### src/rtl/wb_stage_pkg.sv
// Shared sizes and types for the writeback stage: register count, word and
// register-address types, the writeback request struct and the source enum.
package common;

    localparam int CREG_NUM = 32;
    localparam int CREG_AW  = $clog2(CREG_NUM);

    typedef logic [31:0]        word_t;
    typedef logic [CREG_AW-1:0] creg_addr_t;

    typedef struct packed {
        creg_addr_t dst;
        word_t      data;
    } wb_req_t;

    typedef enum logic {
        WB_SRC_ALU = 1'b0,
        WB_SRC_MEM = 1'b1
    } wb_src_e;

endpackage

### src/rtl/wb_scoreboard.sv
// Pending-write scoreboard: one busy bit per register, set by issue and
// cleared by the regfile write; a coincident set on the same register wins.
module wb_scoreboard
    import common::*;
(
    input  logic                clk,
    input  logic                reset,
    input  logic                issue_valid,
    input  creg_addr_t          issue_dst,
    input  logic                commit_valid,
    input  creg_addr_t          commit_dst,
    output logic [CREG_NUM-1:0] busy
);

    localparam logic [CREG_NUM-1:0] ONE_HOT0 = {{(CREG_NUM-1){1'b0}}, 1'b1};

    logic [CREG_NUM-1:0] set_vec;
    logic [CREG_NUM-1:0] clr_vec;
    logic [CREG_NUM-1:0] busy_next;

    // NOTE: every always_comb output gets a default first so no path leaves it unassigned (no latch).
    always_comb begin
        set_vec   = '0;
        clr_vec   = '0;
        if (issue_valid)  set_vec = ONE_HOT0 << issue_dst;
        if (commit_valid) clr_vec = ONE_HOT0 << commit_dst;
        // Applying the set after the clear gives a newer producer priority.
        busy_next    = (busy & ~clr_vec) | set_vec;
        busy_next[0] = 1'b0;
    end

    // NOTE: sequential state uses non-blocking assignments so all flops update together at the edge.
    always_ff @(posedge clk) begin
        if (reset) busy <= '0;
        else       busy <= busy_next;
    end

endmodule

### src/rtl/wb_stage.sv
// Writeback stage: round-robin merge of ALU and load results into one
// registered regfile write, plus busy scoreboard. Optional bypass: WB_BYPASS_EN.
module wb_stage
    import common::*;
(
    input  logic                clk,
    input  logic                reset,
    input  logic                alu_valid,
    input  creg_addr_t          alu_dst,
    input  word_t               alu_data,
    output logic                alu_ready,
    input  logic                mem_valid,
    input  creg_addr_t          mem_dst,
    input  word_t               mem_data,
    output logic                mem_ready,
    input  logic                issue_valid,
    input  creg_addr_t          issue_dst,
    output logic                wvalid,
    output creg_addr_t          wa,
    output word_t               wd,
    output logic [CREG_NUM-1:0] busy
`ifdef WB_BYPASS_EN
    ,
    output logic                byp_valid,
    output creg_addr_t          byp_dst,
    output word_t               byp_data
`endif
);

    wb_src_e last_grant;
    logic    alu_grant;
    logic    mem_grant;
    logic    grant;
    logic    write_en;
    wb_req_t sel_req;

    // Grants are forced low during reset so no handshake completes then.
    always_comb begin
        alu_grant = !reset && alu_valid && (!mem_valid || last_grant == WB_SRC_MEM);
        mem_grant = !reset && mem_valid && (!alu_valid || last_grant == WB_SRC_ALU);
        grant     = alu_grant || mem_grant;
        sel_req   = mem_grant ? '{dst: mem_dst, data: mem_data}
                              : '{dst: alu_dst, data: alu_data};
        write_en  = grant && (sel_req.dst != '0);
    end

    assign alu_ready = alu_grant;
    assign mem_ready = mem_grant;

    always_ff @(posedge clk) begin
        if (reset) begin
            last_grant <= WB_SRC_ALU;
            wvalid     <= 1'b0;
            wa         <= '0;
            wd         <= '0;
        end else begin
            if (grant) last_grant <= mem_grant ? WB_SRC_MEM : WB_SRC_ALU;
            wvalid <= write_en;
            // Address and data hold when nothing is written.
            if (write_en) begin
                wa <= sel_req.dst;
                wd <= sel_req.data;
            end
        end
    end

    wb_scoreboard u_scoreboard (
        .clk          (clk),
        .reset        (reset),
        .issue_valid  (issue_valid),
        .issue_dst    (issue_dst),
        .commit_valid (wvalid),
        .commit_dst   (wa),
        .busy         (busy)
    );

`ifdef WB_BYPASS_EN
    assign byp_valid = write_en;
    assign byp_dst   = sel_req.dst;
    assign byp_data  = sel_req.data;
`endif

endmodule

### config.mk
export PLATFORM = sky130hd
export DESIGN_NAME = wb_stage
export DESIGN_NICKNAME = d
export VERILOG_FILES = /design/src/rtl/wb_stage_pkg.sv /design/src/rtl/wb_scoreboard.sv /design/src/rtl/wb_stage.sv
export SDC_FILE = /design/constraint.sdc
export NUM_CORES = 1
export LEC_CHECK = 0
export BUFFER_PORTS_ARGS = -buffer_cell sky130_fd_sc_hd__buf_4
export CORE_MARGIN = 2
export CORE_UTILIZATION = 50
export DETAILED_ROUTE_END_ITERATION = 6
export GPL_TIMING_DRIVEN = 0
export PLACE_DENSITY_LB_ADDON = 0.3
export SLEW_MARGIN = 20
export SYNTH_ARGS = -nofsm -noshare
export SYNTH_HDL_FRONTEND = slang
export SYNTH_SLANG_ARGS = --single-unit
export TNS_END_PERCENT = 30
### constraint.sdc
create_clock -name clk -period 4.3 [get_ports clk]
set_input_delay 0.215 -clock clk [delete_from_list [all_inputs] [get_ports clk]]
set_output_delay 0.215 -clock clk [all_outputs]
set_load 0.05 [all_outputs]
Yosys cells after proc, flatten, opt, wreduce, memory -nomap -nowiden
Index checks and enable logic that the tools add are counted.
{"block": "op_classes", "shift": 2, "n_mux": 4, "bitwise_logic": 4, "n_reduce_logical": 12}
{"operator": "two-way mux 32 bit", "count": 2}
{"operator": "left shift 1 x 5 -> 32 bit, first input constant", "count": 2}
{"operator": "two-way mux 37 bit", "count": 1}
{"operator": "AND 32 bit", "count": 1}
{"operator": "inverter 32 bit", "count": 1}
{"operator": "bitwise OR 32 bit", "count": 1}
{"operator": "logical AND 1 bit", "count": 5}
{"operator": "nonzero test 5 bit", "count": 1}
{"operator": "zero test 1 bit", "count": 3}
{"operator": "logical OR 1 bit", "count": 3}
{"operator": "two-way mux 1 bit", "count": 1}
{"operator": "inverter 1 bit", "count": 1}
{"block": "totals", "register_bits": 71, "input_bits": 84, "out_inout_bits": 72, "elab_cells": 28}

Logic depth before layout (Yosys ltp)
{"block": "logic_depth", "word_depth": 6, "ltp_mapped": 6}

Hierarchy
Synthesis repeated with hierarchy kept, for this count alone.
{"block": "hier_totals", "hier_cells": 338, "hier_area_um2": 3326.9}
{"mod": "wb_stage", "n_inst": 1, "cells_each": 194, "area_each_um2": 1999.4}
{"mod": "wb_scoreboard", "n_inst": 1, "cells_each": 144, "area_each_um2": 1327.5}

Worst setup path after synthesis
Ideal clock, no wire load.
{"block": "synth_path", "path_kind": "register to output", "startpoint": "register last_grant", "endpoint": "output alu_ready", "arrival_time_ns": 1.746, "required_time_ns": 4.085, "path_slack_ns": 2.339, "path_stages_with_launch": 6, "n_path_buf": 1, "cell_sequence": "dfxtp_1 nand2_1 nand2_2 buf_4 inv_1 nor2_1"}
{"block": "synth_between", "elab_chain_len": 2}
{"item": "start, declared", "line": "wb_stage.sv:30", "rtl": "wb_src_e last_grant;"}
{"item": "start signal, assigned", "line": "wb_stage.sv:57", "rtl": "if (grant) last_grant <= mem_grant ? WB_SRC_MEM : WB_SRC_ALU;"}
{"item": "logical OR 1 bit", "line": "wb_stage.sv:39", "rtl": "alu_grant = !reset && alu_valid && (!mem_valid || last_grant == WB_SRC_MEM);"}
{"item": "logical AND 1 bit", "line": "wb_stage.sv:39"}
{"item": "end, declared", "line": "wb_stage.sv:11", "rtl": "output logic alu_ready,"}
No other way between the ends.

Worst setup path in the final report
Ends and elaborated chain as after synthesis.

==> flow_summary.json <==
{
  "rr_endpoint": "wd[28]",
  "max_slew.worst_pin.slew_ps": 539,
  "status": "completed",
  "max_stage_delay_ps": 360,
  "htreeDepth": 3,
  "grt_util_all_layers_pct": 25.2,
  "power.leakage_uw": 0.00224,
  "required_ps": 4090,
  "die_w_um": 85.6,
  "dieArea_um2": 7330,
  "max_freq_mhz": 525,
  "powerDensity_nw_per_um2": 356,
  "yosys.area.top_type_share_pct": 42.1,
  "drtIter0Drc": 145,
  "pre_cts_ws_ps": 2450,
  "synth_edf_count": 0,
  "power_frac_seq_pct": 42.3,
  "synth.area.top_cells": "dfxtp_1 42%, mux2i_1 20%, nand2b_1 6.8%",
  "finalPower_uw": 1700,
  "holdWs_ps": 140,
  "worstSetupPathType": "reg2out",
  "cts_setup_buffers": 0,
  "relSlewSlack_pct": 63.9,
  "hold_path.class": "in2reg",
  "synthArstFlopShare_pct": 0,
  "fp.dieH_um": 85.6,
  "maxSlewViolCount": 0,
  "io_pins": 156,
  "drt_pre_antenna_iters": 4,
  "fin_area_um2": 4780,
  "rr_startpoint": "last_grant",
  "drc": 0,
  "worstSetupStartpoint": "last_grant",
  "synth_top_area_cell": "dfxtp_1",
  "place_area_um2": 4580,
  "cts_made_buffers": 9,
  "setup_viol": 0,
  "reg2reg_slack_ps": 2530,
  "fin_crit_ps": 1900,
  "finalHoldViolCount": 0,
  "via_per_inst": 5.42,
  "crit_top_cell": "buf_4",
  "grt_pass1_vias": 3240,
  "worst_setup_path_end_kind": "output port",
  "cts_sinks": 70,
  "cts_hold_buf": 0,
  "fin_crit_sh_pct": 44.3,
  "ys.flop_type": "dfxtp_1",
  "drt-total-wl_um": 9210,
  "avgSynthCellArea_um2": 8.98,
  "area_delta_synth_final_pct": 43.5,
  "yosysWarnings": 0,
  "dp_hpwl_um": 7150,
  "row_count": 29,
  "wl_per_cell_um": 14.9,
  "irDropWorstVdd_uv": 318,
  "grt_max_degree": 14,
  "start_util_pct": 52.2,
  "grt_pass1_wl_um": 14800,
  "antenna_found_initial": 0,
  "ys_types": 37,
  "syn-instance-count": 371,
  "p_sw_share_pct": 33.6,
  "synth.most_common_cell": "dfxtp_1",
  "path_clk_slew_ps": 70,
  "cts_max_path_buffers": 2,
  "yosys_register_bits": 70,
  "grt_setup_unrepaired": "no",
  "reg2reg_depth": 6,
  "clk_latency_ps": 350,
  "cts-resized-gates": 0,
  "p_int_uw": 1130,
  "antenna_cells": 0,
  "path_cells": "nand2_1 -> nand2_2 -> buf_4 -> inv_1 -> nor2_1 -> buf_4",
  "root_buffer": "clkbuf_8",
  "detail-route-antenna-nets": 0,
  "fin_tns_setup_ps": 0,
  "slowest_stage": "dfxtp_1",
  "drive_gt1_share_pct": 34.4,
  "crit_path_end": "alu_ready",
  "vias": 3347,
  "setup_slack_ps": 2400,
  "fill_cells": 478,
  "cp-start-kind": "flip-flop",
  "grt_overflow": 0,
  "crit_arrival_ps": 1690,
  "fin_worst_skew_ps": 9.58,
  "synthTopCellsByCount": "70 x dfxtp_1, 67 x mux2i_1, 41 x nand2_1",
  "clockPowerShare_pct": 31.2,
  "max_cap_viol_count": 0,
  "fin_nets": 620,
  "synthesis.nets": 455,
  "gp_congestion": 0.908,
  "cts_tree": "yes",
  "cp_max_fo": 10,
  "ys_seq_area_share_pct": 42.1,
  "p_comb_share_pct": 26.5,
  "p_sw_uw": 571,
  "core_um2": 6390,
  "holdPathStages": 3,
  "port_buffers": 154,
  "synthesis.area_um2": 3330
}
## placed cells by master (no fill, tap or decap), types with 2 or more instances in the layout
cell type and count:
o221ai_1 2, nor2b_1 5, buf_1 2, o311ai_1 2, o21ai_0 35, or4_1 2, a21oi_1 34, clkinv_2 2
nand2_1 41, nor3_1 7, nor2_1 12, nand2b_1 36, o32ai_1 3, inv_1 10, nand3_1 4, a21boi_0 2
clkbuf_8 9, clkbuf_1 9, mux2i_1 67, clkinvlp_4 2, dfxtp_1 70, or3_1 3, buf_2 4, buf_4 157
buf_6 3
## layout make-up
| type | count | area [um2] | area share, % |
|---|---|---|---|
| multi-input cells | 270 | 1780 | 37.1 |
| flip-flops and latches | 70 | 1400 | 29.3 |
| repair buffers | 154 | 1160 | 24.2 |
| clock buffers | 9 | 124 | 2.59 |
| plain buffers | 21 | 118 | 2.46 |
| well taps | 77 | 96.3 | 2.02 |
| clock inverters | 7 | 72.6 | 1.52 |
| inverters | 10 | 37.5 | 0.785 |
## registers in the layout, indices dropped and copies added (netlist names)
signal             cells
wa                     5
wvalid                 1
last_grant             1
wd                    32
u_scoreboard.busy     31
## per-layer routing
layer | vias up | track usage (%) | part of all wire [%]
li1 | 1621 | - | -
met1 | 1565 | 28.1 | 38
met2 | 140 | 44.0 | 51
met3 | 21 | 9.62 | 9.7
met4 | 0 | 8.95 | 1.9
met5 | - | 0 | 0
## worst max-delay path: cells and delay by family, from the launching register on
kind | cells | cell delay, ps
buf+inv | 3 | 510
simple gates | 3 | 470
flops | 1 | 360
## worst min path at each step
stage                            start    endpoint  slack [ps]
final                        mem_valid  last_grant         140
after floorplan              mem_valid  last_grant         360
after global placement           wd[1]       wd[1]         460
after detailed placement        wd[16]      wd[16]         470
after CTS                    mem_valid  last_grant         130
after global routing      mem_data[31]      wd[31]         130
## through the flow
stage | instances | utilization (%)
2_1_floorplan | 371 | -
3_3_place_gp | 602 | 71.8
3_5_place_dp | 602 | 71.8
4_1_cts | 618 | 74.9
5_1_grt | 618 | 74.9
6_report | 618 | 74.9
## power by group through the flow
stage	clock, uW	combinational [uW]	sequential, uW
finish	531	450	720
global route	564	478	725
CTS	535	452	720
detailed placement	0	451	734
global placement	0	443	732
floorplan	0	138	876
## kinds of logic after synthesis
| family | count (synthesis) | share of synthesized area (%) |
|---|---|---|
| flip-flops | 70 | 42.1 |
| multiplexers | 67 | 20.1 |
| buffers and inverters | 31 | 4.66 |
| AO/OA/AOI/OAI | 82 | 14.2 |
| AND/OR/NAND/NOR | 120 | 18.9 |
| other | 1 | 0.113 |
No activity file was read; power rests on OpenSTA's default activity.
